**src/rtl/pixel_stream_proc.sv**
```systemverilog
// Framed RGB point-operation pipeline: PIX_PER_CLK pixels per beat, fixed two-cycle latency,
// with line/column tracking, a frame-done pulse and a sticky framing-error flag.
module pixel_stream_proc #(
  parameter int DATA_W      = 8,
  parameter int PIX_PER_CLK = 2,
  parameter int WIDTH       = 768,
  parameter int HEIGHT      = 512,
  localparam int BUS_W  = PIX_PER_CLK * DATA_W,
  localparam int BEATS  = WIDTH / PIX_PER_CLK,
  localparam int LINE_W = (HEIGHT > 1) ? $clog2(HEIGHT) : 1,
  localparam int COL_W  = (BEATS > 1) ? $clog2(BEATS) : 1
) (
  input  logic              HCLK,
  input  logic              HRESETn,
  input  logic [2:0]        mode,
  input  logic [DATA_W-1:0] value,
  input  logic              VSYNC_IN,
  input  logic              HSYNC_IN,
  input  logic [BUS_W-1:0]  DATA_R_IN,
  input  logic [BUS_W-1:0]  DATA_G_IN,
  input  logic [BUS_W-1:0]  DATA_B_IN,
  output logic              HSYNC_OUT,
  output logic [BUS_W-1:0]  DATA_R_OUT,
  output logic [BUS_W-1:0]  DATA_G_OUT,
  output logic [BUS_W-1:0]  DATA_B_OUT,
  output logic [LINE_W-1:0] line_cnt,
  output logic [COL_W-1:0]  col_cnt,
  output logic              busy,
  output logic              frame_done,
  output logic              frame_err
);

  localparam int                LAT       = 2;
  localparam logic [COL_W-1:0]  COL_LAST  = COL_W'(BEATS - 1);
  localparam logic [LINE_W-1:0] LINE_LAST = LINE_W'(HEIGHT - 1);
  localparam logic [DATA_W-1:0] PIX_MAX   = {DATA_W{1'b1}};

  typedef enum logic [2:0] {
    ST_IDLE   = 3'd0,
    ST_ARMED  = 3'd1,
    ST_ACTIVE = 3'd2,
    ST_DRAIN  = 3'd3,
    ST_DONE   = 3'd4
  } state_t;

  function automatic logic [DATA_W-1:0] luma(input logic [DATA_W-1:0] r, g, b);
    logic [DATA_W+1:0] sum;
    sum = {2'b00, r} + {1'b0, g, 1'b0} + {2'b00, b};
    return sum[DATA_W+1:2];
  endfunction

  function automatic logic [DATA_W-1:0] point_op(input logic [2:0] op,
                                                 input logic [DATA_W-1:0] v, c, y);
    logic [DATA_W:0]   sum;
    logic [DATA_W-1:0] res;
    sum = {1'b0, c} + {1'b0, v};
    case (op)
      3'd1:    res = sum[DATA_W] ? PIX_MAX : sum[DATA_W-1:0];
      3'd2:    res = (c > v) ? (c - v) : {DATA_W{1'b0}};
      3'd3:    res = PIX_MAX - c;
      3'd4:    res = (y > v) ? PIX_MAX : {DATA_W{1'b0}};
      3'd5:    res = y;
      default: res = c;
    endcase
    return res;
  endfunction

  state_t              state_q, state_d;
  logic [2:0]          mode_q, mode_d;
  logic [DATA_W-1:0]   value_q, value_d;
  logic [LINE_W-1:0]   line_q, line_d, line_nx_s;
  logic [COL_W-1:0]    col_q, col_d, col_nx_s;
  logic [1:0]          drain_q, drain_d;
  logic                err_q, err_d, pend_q, pend_d;
  logic                busy_q, busy_d, done_q, done_d;
  logic                accept_s, frame_last_s;

  logic                s1_vld_q, s1_vld_d;
  logic [BUS_W-1:0]    s1_r_q, s1_r_d, s1_g_q, s1_g_d, s1_b_q, s1_b_d, s1_y_q, s1_y_d;
  logic [2:0]          s1_op_q, s1_op_d;
  logic [DATA_W-1:0]   s1_val_q, s1_val_d;
  logic                hs_q, hs_d;
  logic [BUS_W-1:0]    out_r_q, out_r_d, out_g_q, out_g_d, out_b_q, out_b_d;

  // Position counters as they would be after accepting one more beat.
  always_comb begin
    if (col_q == COL_LAST) begin
      col_nx_s = {COL_W{1'b0}};
      if (line_q == LINE_LAST) begin
        line_nx_s    = {LINE_W{1'b0}};
        frame_last_s = 1'b1;
      end else begin
        line_nx_s    = line_q + LINE_W'(1);
        frame_last_s = 1'b0;
      end
    end else begin
      col_nx_s     = col_q + COL_W'(1);
      line_nx_s    = line_q;
      frame_last_s = 1'b0;
    end
  end

  // Frame FSM: next state, shadow latch, counters and error flag.
  always_comb begin
    state_d  = state_q;
    mode_d   = mode_q;
    value_d  = value_q;
    line_d   = line_q;
    col_d    = col_q;
    err_d    = err_q;
    pend_d   = pend_q;
    drain_d  = drain_q;
    accept_s = 1'b0;
    case (state_q)
      ST_IDLE: begin
        if (VSYNC_IN) begin
          mode_d  = mode;
          value_d = value;
          line_d  = {LINE_W{1'b0}};
          col_d   = {COL_W{1'b0}};
          err_d   = 1'b0;
          state_d = ST_ARMED;
        end else begin
          err_d = err_q | HSYNC_IN;
        end
      end
      ST_ARMED, ST_ACTIVE: begin
        // A VSYNC wins over a coincident beat; during ACTIVE it marks an early frame.
        if (VSYNC_IN) begin
          mode_d  = mode;
          value_d = value;
          line_d  = {LINE_W{1'b0}};
          col_d   = {COL_W{1'b0}};
          err_d   = err_q | (state_q == ST_ACTIVE);
          state_d = ST_ARMED;
        end else if (HSYNC_IN) begin
          accept_s = 1'b1;
          col_d    = col_nx_s;
          line_d   = line_nx_s;
          drain_d  = 2'd0;
          state_d  = frame_last_s ? ST_DRAIN : ST_ACTIVE;
        end else begin
          state_d = state_q;
        end
      end
      ST_DRAIN: begin
        if (VSYNC_IN) begin
          mode_d  = mode;
          value_d = value;
          pend_d  = 1'b1;
        end else begin
          pend_d = pend_q;
        end
        err_d = err_q | HSYNC_IN;
        if (drain_q == 2'(LAT - 1)) begin
          state_d = ST_DONE;
        end else begin
          drain_d = drain_q + 2'd1;
        end
      end
      ST_DONE: begin
        // A frame started during DRAIN (or right now) resumes in ARMED.
        if (VSYNC_IN || pend_q) begin
          if (VSYNC_IN) begin
            mode_d  = mode;
            value_d = value;
          end else begin
            mode_d = mode_q;
          end
          line_d  = {LINE_W{1'b0}};
          col_d   = {COL_W{1'b0}};
          pend_d  = 1'b0;
          state_d = ST_ARMED;
        end else begin
          state_d = ST_IDLE;
        end
        err_d = HSYNC_IN | (err_q & ~(VSYNC_IN | pend_q));
      end
      default: state_d = ST_IDLE;
    endcase
    busy_d = (state_d == ST_ACTIVE) || (state_d == ST_DRAIN);
    done_d = (state_d == ST_DONE);
  end

  // Stage 1: capture accepted beat, its luma and the frame's operation.
  always_comb begin
    s1_vld_d = accept_s;
    if (accept_s) begin
      s1_r_d   = DATA_R_IN;
      s1_g_d   = DATA_G_IN;
      s1_b_d   = DATA_B_IN;
      s1_op_d  = mode_q;
      s1_val_d = value_q;
      s1_y_d   = {BUS_W{1'b0}};
      for (int k = 0; k < PIX_PER_CLK; k++) begin
        s1_y_d[k*DATA_W +: DATA_W] = luma(DATA_R_IN[k*DATA_W +: DATA_W],
                                          DATA_G_IN[k*DATA_W +: DATA_W],
                                          DATA_B_IN[k*DATA_W +: DATA_W]);
      end
    end else begin
      s1_r_d   = s1_r_q;
      s1_g_d   = s1_g_q;
      s1_b_d   = s1_b_q;
      s1_op_d  = s1_op_q;
      s1_val_d = s1_val_q;
      s1_y_d   = s1_y_q;
    end
  end

  // Stage 2: apply the point operation; outputs hold between valid beats.
  always_comb begin
    hs_d = s1_vld_q;
    if (s1_vld_q) begin
      out_r_d = {BUS_W{1'b0}};
      out_g_d = {BUS_W{1'b0}};
      out_b_d = {BUS_W{1'b0}};
      for (int k = 0; k < PIX_PER_CLK; k++) begin
        out_r_d[k*DATA_W +: DATA_W] = point_op(s1_op_q, s1_val_q, s1_r_q[k*DATA_W +: DATA_W],
                                               s1_y_q[k*DATA_W +: DATA_W]);
        out_g_d[k*DATA_W +: DATA_W] = point_op(s1_op_q, s1_val_q, s1_g_q[k*DATA_W +: DATA_W],
                                               s1_y_q[k*DATA_W +: DATA_W]);
        out_b_d[k*DATA_W +: DATA_W] = point_op(s1_op_q, s1_val_q, s1_b_q[k*DATA_W +: DATA_W],
                                               s1_y_q[k*DATA_W +: DATA_W]);
      end
    end else begin
      out_r_d = out_r_q;
      out_g_d = out_g_q;
      out_b_d = out_b_q;
    end
  end

  // Control registers.
  always_ff @(posedge HCLK or negedge HRESETn) begin
    if (!HRESETn) begin
      state_q <= ST_IDLE;
      mode_q  <= 3'd0;
      value_q <= {DATA_W{1'b0}};
      line_q  <= {LINE_W{1'b0}};
      col_q   <= {COL_W{1'b0}};
      drain_q <= 2'd0;
      err_q   <= 1'b0;
      pend_q  <= 1'b0;
      busy_q  <= 1'b0;
      done_q  <= 1'b0;
    end else begin
      state_q <= state_d;
      mode_q  <= mode_d;
      value_q <= value_d;
      line_q  <= line_d;
      col_q   <= col_d;
      drain_q <= drain_d;
      err_q   <= err_d;
      pend_q  <= pend_d;
      busy_q  <= busy_d;
      done_q  <= done_d;
    end
  end

  // Pipeline registers.
  always_ff @(posedge HCLK or negedge HRESETn) begin
    if (!HRESETn) begin
      s1_vld_q <= 1'b0;
      s1_r_q   <= {BUS_W{1'b0}};
      s1_g_q   <= {BUS_W{1'b0}};
      s1_b_q   <= {BUS_W{1'b0}};
      s1_y_q   <= {BUS_W{1'b0}};
      s1_op_q  <= 3'd0;
      s1_val_q <= {DATA_W{1'b0}};
      hs_q     <= 1'b0;
      out_r_q  <= {BUS_W{1'b0}};
      out_g_q  <= {BUS_W{1'b0}};
      out_b_q  <= {BUS_W{1'b0}};
    end else begin
      s1_vld_q <= s1_vld_d;
      s1_r_q   <= s1_r_d;
      s1_g_q   <= s1_g_d;
      s1_b_q   <= s1_b_d;
      s1_y_q   <= s1_y_d;
      s1_op_q  <= s1_op_d;
      s1_val_q <= s1_val_d;
      hs_q     <= hs_d;
      out_r_q  <= out_r_d;
      out_g_q  <= out_g_d;
      out_b_q  <= out_b_d;
    end
  end

  assign HSYNC_OUT  = hs_q;
  assign DATA_R_OUT = out_r_q;
  assign DATA_G_OUT = out_g_q;
  assign DATA_B_OUT = out_b_q;
  assign line_cnt   = line_q;
  assign col_cnt    = col_q;
  assign busy       = busy_q;
  assign frame_done = done_q;
  assign frame_err  = err_q;

endmodule

```
**config.mk**
```make
export PLATFORM = sky130hd
export DESIGN_NAME = pixel_stream_proc
export DESIGN_NICKNAME = d
export VERILOG_FILES = /design/src/rtl/pixel_stream_proc.sv
export SDC_FILE = /design/constraint.sdc
export NUM_CORES = 1
export LEC_CHECK = 0
export BUFFER_PORTS_ARGS = -buffer_cell sky130_fd_sc_hd__buf_2
export CORE_ASPECT_RATIO = 1.5
export CORE_MARGIN = 2
export CORE_UTILIZATION = 35
export CTS_CLUSTER_SIZE = 8
export DETAILED_ROUTE_END_ITERATION = 8
export GPL_TIMING_DRIVEN = 0
export PLACE_DENSITY = 0.66
export SLEW_MARGIN = 20
export SYNTH_ARGS = -nofsm -noshare
export SYNTH_HDL_FRONTEND = slang
export SYNTH_SLANG_ARGS = --single-unit
export TNS_END_PERCENT = 50
```
**constraint.sdc**
```tcl
create_clock -name HCLK -period 2.6 [get_ports HCLK]
set_input_delay 0.52 -clock HCLK [delete_from_list [all_inputs] [get_ports HCLK]]
set_output_delay 0.52 -clock HCLK [all_outputs]
set_load 0.1 [all_outputs]
```
* After elaboration in Yosys (flattened, before gate mapping)
Index checks and enable logic that the tools add are counted.
Word-level totals: register bits 163, output and inout bits 70, logic and storage cells 159
Operators by class: add/subtract/negate cells 25, reductions and logical operators 16, bitwise logic cells 6, equal/unequal tests 24, order comparisons 8, multiplexer cells 59
Operators with widths (number):
- 8-bit case mux with 5 select lines | 6
- 8-bit two-way mux | 16
- 9-bit two-way mux | 9
- 8-bit greater-than comparator | 8
- 8-bit by 8-bit adder with 9-bit output | 6
- 9-bit case mux with 3 select lines | 2
- 8-bit subtractor | 6
- 8-bit subtractor, first input constant | 6
- 10-bit by 8-bit adder with 10-bit output | 2
- 8-bit by 9-bit adder with 10-bit output | 2
- 9-bit by 1-bit adder with 9-bit output, second input constant | 2
- 3-bit by 2-bit equality test with 1-bit output, second input constant | 6
- 9-bit equality test, second input constant | 2
- 3-bit two-way mux | 6
- 8-bit case mux with 2 select lines | 1
- 2-bit != test, second input constant | 7
- 3-bit equality test, second input constant | 4
- 3-bit case mux with 4 select lines | 1
- 1-bit two-way mux | 11
- 4-bit AND reduction | 2
- 3-bit by 1-bit equality test with 1-bit output, second input constant | 2
- 2-bit two-way mux | 3
- 3-bit != test, second input constant | 2
- 3-bit case mux with 2 select lines | 1
- 18 further kinds | 25

* Logic depth before layout (Yosys ltp)
Gate-level depths: netlist of run 1.
depth in word-level cells 9, gate-level depth with buffers 11, depth with buffers taken out 11

* Worst setup path before layout of run 1
No wires, ideal clock.
path type reg-to-reg, from reg s1_val_q[1], to reg out_b_q[10], in the netlist DATA_B_OUT[10], period minus slack after synthesis 2.879 ns, arrival time 2.751 ns, buffers on the path 1, path slack -0.279 ns, library setup time 0.128 ns, cell stages (with the launch flop) 11, path through dfrtp_1 -> inv_1 -> ha_1 -> and4_1 -> nand2_1 -> and3_1 -> or3_1 -> buf_2 -> a21o_1 -> a211oi_2 -> a21oi_1
Between the ends: word-level cells in the longest chain between the ends 3, elaborated cells on any way between the ends 8
Ends and longest elaborated chain:
- from (decl) | line 81 | logic [DATA_W-1:0] s1_val_q, s1_val_d;
- from (signal assigned) | line 268 | s1_val_q <= {DATA_W{1'b0}};
- from (signal assigned) | line 280 | s1_val_q <= s1_val_d;
- 8-bit subtractor (tied with other cells) | line 59 | 3'd2: res = (c > v) ? (c - v) : {DATA_W{1'b0}};
- 8-bit two-way mux (on tied branches) | line 59, 58, 61
- 8-bit case mux with 5 select lines (*) | line 57 | case (op)
- to (signal assigned) | line 272 | out_b_q <= {BUS_W{1'b0}};
- to (signal assigned) | line 284 | out_b_q <= out_b_d;
- to (decl) | line 83 | logic [BUS_W-1:0] out_r_q, out_r_d, out_g_q, out_g_d, out_b_q, out_b_d;
Every way passes the cells marked *; elsewhere a longest branch is shown, timed or not. A chain may end at the register's enable or synchronous reset.

* Worst setup path after layout of run 1
from reg s1_val_q[5], to reg out_g_q[5], in the netlist DATA_G_OUT[5]
Between the ends: word-level cells in the longest chain between the ends 3, elaborated cells on any way between the ends 8
Ends and longest elaborated chain:
- 8-bit subtractor (tied with other cells) | line 59
- 8-bit two-way mux (on tied branches) | line 59, 58, 61
- 8-bit case mux with 5 select lines (*) | line 57
- to (signal assigned) | line 271 | out_g_q <= {BUS_W{1'b0}};
- to (signal assigned) | line 283 | out_g_q <= out_g_d;
- to (decl) | line 83
Marks and branches as above.

==> results of run 1 <==
logic make-up (layout without fill, tap and decap cells):
| logic type | after synthesis | after routing |
|---|---|---|
| AO/OA/AOI/OAI | 457 | 458 |
| XOR/XNOR | 60 | 60 |
| multiplexers | 16 | 16 |
| adder cells (fa/ha/maj) | 158 | 158 |
| AND/OR/NAND/NOR | 597 | 597 |
| buffers and inverters | 146 | 363 |
| flip-flops | 163 | 163 |
routing by layer:
metal,vias to the layer above,wire (µm)
met1,6455,19300
li1,6030,-
met4,0,5100
met3,241,3780
met5,-,0
met2,690,26600
what timing repair did:
action,CTS,global route
hold buffers,0,0
buffers inserted,47,21
pin swaps,15,52
gates resized for setup,102,168
endpoints found under the setup margin,48,77
cloned,0,2
cell usage in the layout (no fill, tap or decap), types with 15 or more instances in the layout:
cell type | Yosys | final
a21oi_2 | 5 | 18
fa_1 | 28 | 19
nor3_1 | 24 | 22
ha_1 | 130 | 110
buf_6 | 0 | 19
nand2_1 | 248 | 245
nand2b_1 | 39 | 36
buf_4 | 3 | 53
clkbuf_16 | 0 | 17
inv_1 | 57 | 50
xnor2_1 | 36 | 36
a21oi_1 | 100 | 76
o21a_1 | 15 | 15
buf_2 | 27 | 145
nor2b_1 | 29 | 25
a31oi_1 | 35 | 34
clkbuf_1 | 51 | 32
nand3_1 | 24 | 22
o21ai_1 | 11 | 21
xor2_1 | 24 | 24
dfrtp_1 | 163 | 153
o21ai_0 | 153 | 136
nor2_1 | 160 | 153
stage by stage:
stage	util	setup slack (ns)	cell area (µm²)
floorplan	-	-0.0562	13200
global placement	0.388	-2.29	14500
detailed placement	0.389	-1.10	14500
CTS	0.425	-0.142	15900
global route	0.446	-0.101	16600
finish	0.446	-0.0594	16600
sequential cells by signal, summed over array words and instances (netlist names):
signal / count
HSYNC_OUT: 1
pend_q: 1
DATA_G_OUT: 16
s1_r_q: 16
s1_val_q: 8
s1_y_q: 16
hs_d: 1
frame_err: 1
busy: 1
line_cnt: 9
s1_g_q: 16
s1_op_q: 3
DATA_R_OUT: 16
drain_q: 2
mode_q: 3
value_q: 8
s1_b_q: 16
frame_done: 1
state_q: 3
col_cnt: 9
DATA_B_OUT: 16
area by class of cell:
cell class | instances | area [µm²]
multi-input cells | 1289 | 9380
well taps | 489 | 612
clock inverters | 13 | 126
fillers | 3587 | 20700
flip-flops and latches | 163 | 4110
repair buffers | 201 | 1360
clock buffers | 19 | 443
inverters | 59 | 248
plain buffers | 71 | 365
worst paths after layout:
path	depth (start not counted)	slack, ns	endpoint
worst min-delay path	1	0.02	s1_r_q[15]
worst max register to register	10	-0.06	DATA_G_OUT[5]
worst max-delay path	10	-0.06	DATA_G_OUT[5]
max in group asynchronous	2	1.65	s1_g_q[7]
worst min register to register	2	0.47	s1_val_q[0]
min in group HCLK	3	0.27	s1_g_q[15]
==> impl_metrics.ini, run 1 <==
[finish]
area_growth_syn_to_layout_pct = 26.4
fin_nets = 2023
antenna_cells = 0
drive_gt1_frac = 0.250
instances_no_fill = 2304

[grt]
met2_usage = 0.466
grt_start_max_net_pins = 99
antenna_found_initial = 0
track_usage = 0.275
top_usage_layer = met2
use_met3 = 0.0432
grt_overflow = 0
grt_pass1_wl_um = 80100
grt_pass1_vias = 13100
grt_use_met1 = 0.306

[placement]
dp.cells = 2218
dp_hpwl_um = 39400
io_buffers = 131
place_congestion = 0.952

[synth]
synth-seq-cells = 163
synth_largest_area_cell = dfrtp_1
synth_top_area_frac = 0.310
synth_xor_xnor_area_share = 0.0399
syn_inst = 1597
synth_nets = 1818
synth-compound-area-share = 0.219
muxShareOfSynthArea = 0.0133
synth_edf_count = 0
synth_simple_gate_area_frac = 0.207
ys_types = 83
synth_common_cells = nand2_1, dfrtp_1, nor2_1
syn_area_um2 = 13200
synth_top_family_by_area = compound AO/OA/AOI/OAI gates
yosysMostFrequentCell = nand2_1
synth_flop_cell = dfrtp_1
synthTopCellsByArea = dfrtp_1, ha_1, nand2_1, o21ai_0, nor2_1
avgSynthCellArea_um2 = 8.25
yosysSeqAreaShare = 0.310
postSynth.asyncResetShare = 1.00
yosys_warnings = 0
synth_fa_ha_area_frac = 0.166

[critical_path]
crit_path_max_fanout = 6
crit_family = compound AO/OA/AOI/OAI gates
crit_path_end_kind = flip-flop
arrival_ns = 2.99
cp_common_cell = a21oi_1
required_ns = 2.93
cpMaxStageDelayCell = dfrtp_4
critical_path.max_stage_delay_ns = 0.51
r2r_start = s1_val_q[5]
cp-startpoint = s1_val_q[5]
critPathBufInv = 2
crit_chain = clkinvlp_4 -> buf_6 -> ha_1 -> a211o_1 -> a21oi_2 -> and3_4 -> o311ai_4 -> a21oi_1 -> o211a_1 -> a21oi_1
cp-start-kind = flip-flop
critPathKind = reg2reg

[floorplanning]
die_w_um = 162
io_pins = 133
fp.dieH_um = 242
design.die.area_um2 = 39200
initial_core_util = 0.353
num_rows = 87
coreArea_um2 = 37300

[route]
ant_nets = 0
wirelength_um = 54800
wl_per_cell_um = 23.8
drt_iter0_drc = 1098
drcViolationCount = 0
post_drt_via_cell_ratio = 5.82
vias = 13400
first_pass_iters = 5

[sta]
holdWs_ns = 0.0170
rsz0062_at_grt = yes
max_slew.worst_pin.slew_ns = 1.09
max_clock_freq_mhz = 376
slew_headroom = 0.272
final_max_slew_viol_count = 0
setup_tns_ns = -0.273
period_share = 1.02
hold_violations = 0
finalSetupViolCount = 9
finalClockSkew_ns = 0.00982
fin_crit_ns = 2.66
worst_slack_ns = -0.0594

[clocking]
cts_tree = done
cts_root_buf = clkbuf_16
clock_path_buffers = 2
htree_levels = 4
clk_latency_ns = 0.46
cts_made_buffers = 17
cts.sinks = 163
clk_pin_slew_ns = 0.07

[run_status]
status = finished with violations
violations = negative setup slack

[flow_run]
cap_violations = 0

[hold_path]
hp-class = in2async
Power of run 1 is not shown: default switching activity piles up to over one toggle a cycle in this logic, so the estimate is an artifact.
==> run 2, diff against run 1 <==
- PLACE_DENSITY: 0.66 -> unset
- PLACE_DENSITY_LB_ADDON: unset -> 0.08
==> impl_metrics.ini, run 2 (synthesized netlist as in run 1, its figures left out) <==
[sta]
slew_headroom = 0.352
max_slew.worst_pin.slew_ns = 0.972
finalSetupViolCount = 3
fin_crit_ns = 2.63
rsz0062_at_grt = yes
finalClockSkew_ns = 0.0172
worst_slack_ns = -0.0313
max_clock_freq_mhz = 380
hold_violations = 0
final_max_slew_viol_count = 0
period_share = 1.01

[floorplanning]
coreArea_um2 = 37300
die_w_um = 162
design.die.area_um2 = 39200
fp.dieH_um = 242
num_rows = 87
initial_core_util = 0.353
io_pins = 133

[route]
post_drt_via_cell_ratio = 5.57
ant_nets = 0
wl_per_cell_um = 23.4
first_pass_iters = 5
drt_iter0_drc = 782
drcViolationCount = 0
vias = 12900
wirelength_um = 54200

[clocking]
htree_levels = 4
cts_root_buf = clkbuf_16
clock_path_buffers = 2
cts_tree = done
clk_latency_ns = 0.47
cts.sinks = 163
cts_made_buffers = 17
hold_buffers = 0
clk_pin_slew_ns = 0.07

[finish]
final_cell_mix = nand2_1, nor2_1, dfrtp_1
layout_commonest_cell = nand2_1
utilization = 0.451
fin_nets = 2032
drive_gt1_frac = 0.252
area_growth_syn_to_layout_pct = 27.7
antenna_cells = 0

[critical_path]
crit_path_end_kind = flip-flop
critPathKind = reg2reg
crit_path_max_fanout = 8
required_ns = 2.95
cp-start-kind = flip-flop
arrival_ns = 2.98

[grt]
grt_start_max_net_pins = 91
antenna_found_initial = 0
grt_overflow = 0
grt_pass1_vias = 12900
grt_pass1_wl_um = 79700
track_usage = 0.276

[flow_run]
cap_violations = 0

[run_status]
violations = negative setup slack
status = finished with violations

[hold_path]
hp-class = in2async

[placement]
io_buffers = 131
dp_hpwl_um = 39900
place_congestion = 0.906
## run 2: worst paths after layout
kind / startpoint / end / slack [ns] / cells past startpoint
hold / removal: HRESETn / col_cnt[2] / 0.04 / 1
setup / recovery: s1_val_q[5] / DATA_R_OUT[9] / -0.03 / 11
min in group HCLK: DATA_G_IN[15] / s1_g_q[15] / 0.28 / 3
setup reg to reg: s1_val_q[5] / DATA_R_OUT[9] / -0.03 / 11
max in group asynchronous: HRESETn / s1_val_q[6] / 1.59 / 2
hold reg to reg: value_q[0] / s1_val_q[0] / 0.47 / 2
## run 2: critical path, cell delays in order, from the launching register on
cell        delay [ns]
dfrtp_4           0.47
clkinvlp_4        0.10
buf_4             0.18
ha_4              0.28
and4_1            0.20
nand2_1           0.05
and3_1            0.17
or3_4             0.38
buf_12            0.16
a21oi_4           0.18
o2111ai_2         0.18
o211a_1           0.18
## run 2: repair_timing
action                     CTS  global route
pin swaps                   25            61
gates resized for setup    127           130
gates cloned                 1             0
setup endpoints to repair   48            79
buffers inserted            52            25
## run 2: area by class of cell
cell class | count | area, µm²
multi-input combinational | 1289 | 9470
timing repair buffer | 209 | 1410
clock buffer | 19 | 453
buffer | 72 | 382
clock inverter | 12 | 145
sequential | 163 | 4110
tap | 489 | 612
inverter | 59 | 248
fill | 3702 | 20500
## run 2: stage by stage
step                      area (µm²)  hold WS (ns)  worst slack [ns]  setup TNS (ns)  cells
final                          16800        0.0422           -0.0313         -0.0614   2312
after detailed placement       14500         0.456             -1.05          -43.53   2218
after global routing           16800        0.0842            -0.107          -0.899   2312
after global placement         14500         0.451             -2.60         -367.59   2217
after CTS                      16100        0.0692           -0.0232         -0.0694   2294
after floorplan                13200         0.224           -0.0562          -0.110   1597
## run 2: layer usage
layer  wire [µm]  part of all wire  vias up  track usage
met5           0                 0        -            0
met3        2680             0.049      154       0.0444
met4        3610             0.067        0        0.171
met1       21200              0.39     6251        0.320
met2       26700              0.49      406        0.471
li1            -                 -     6060            -
Power of run 2 is left out for the same reason.
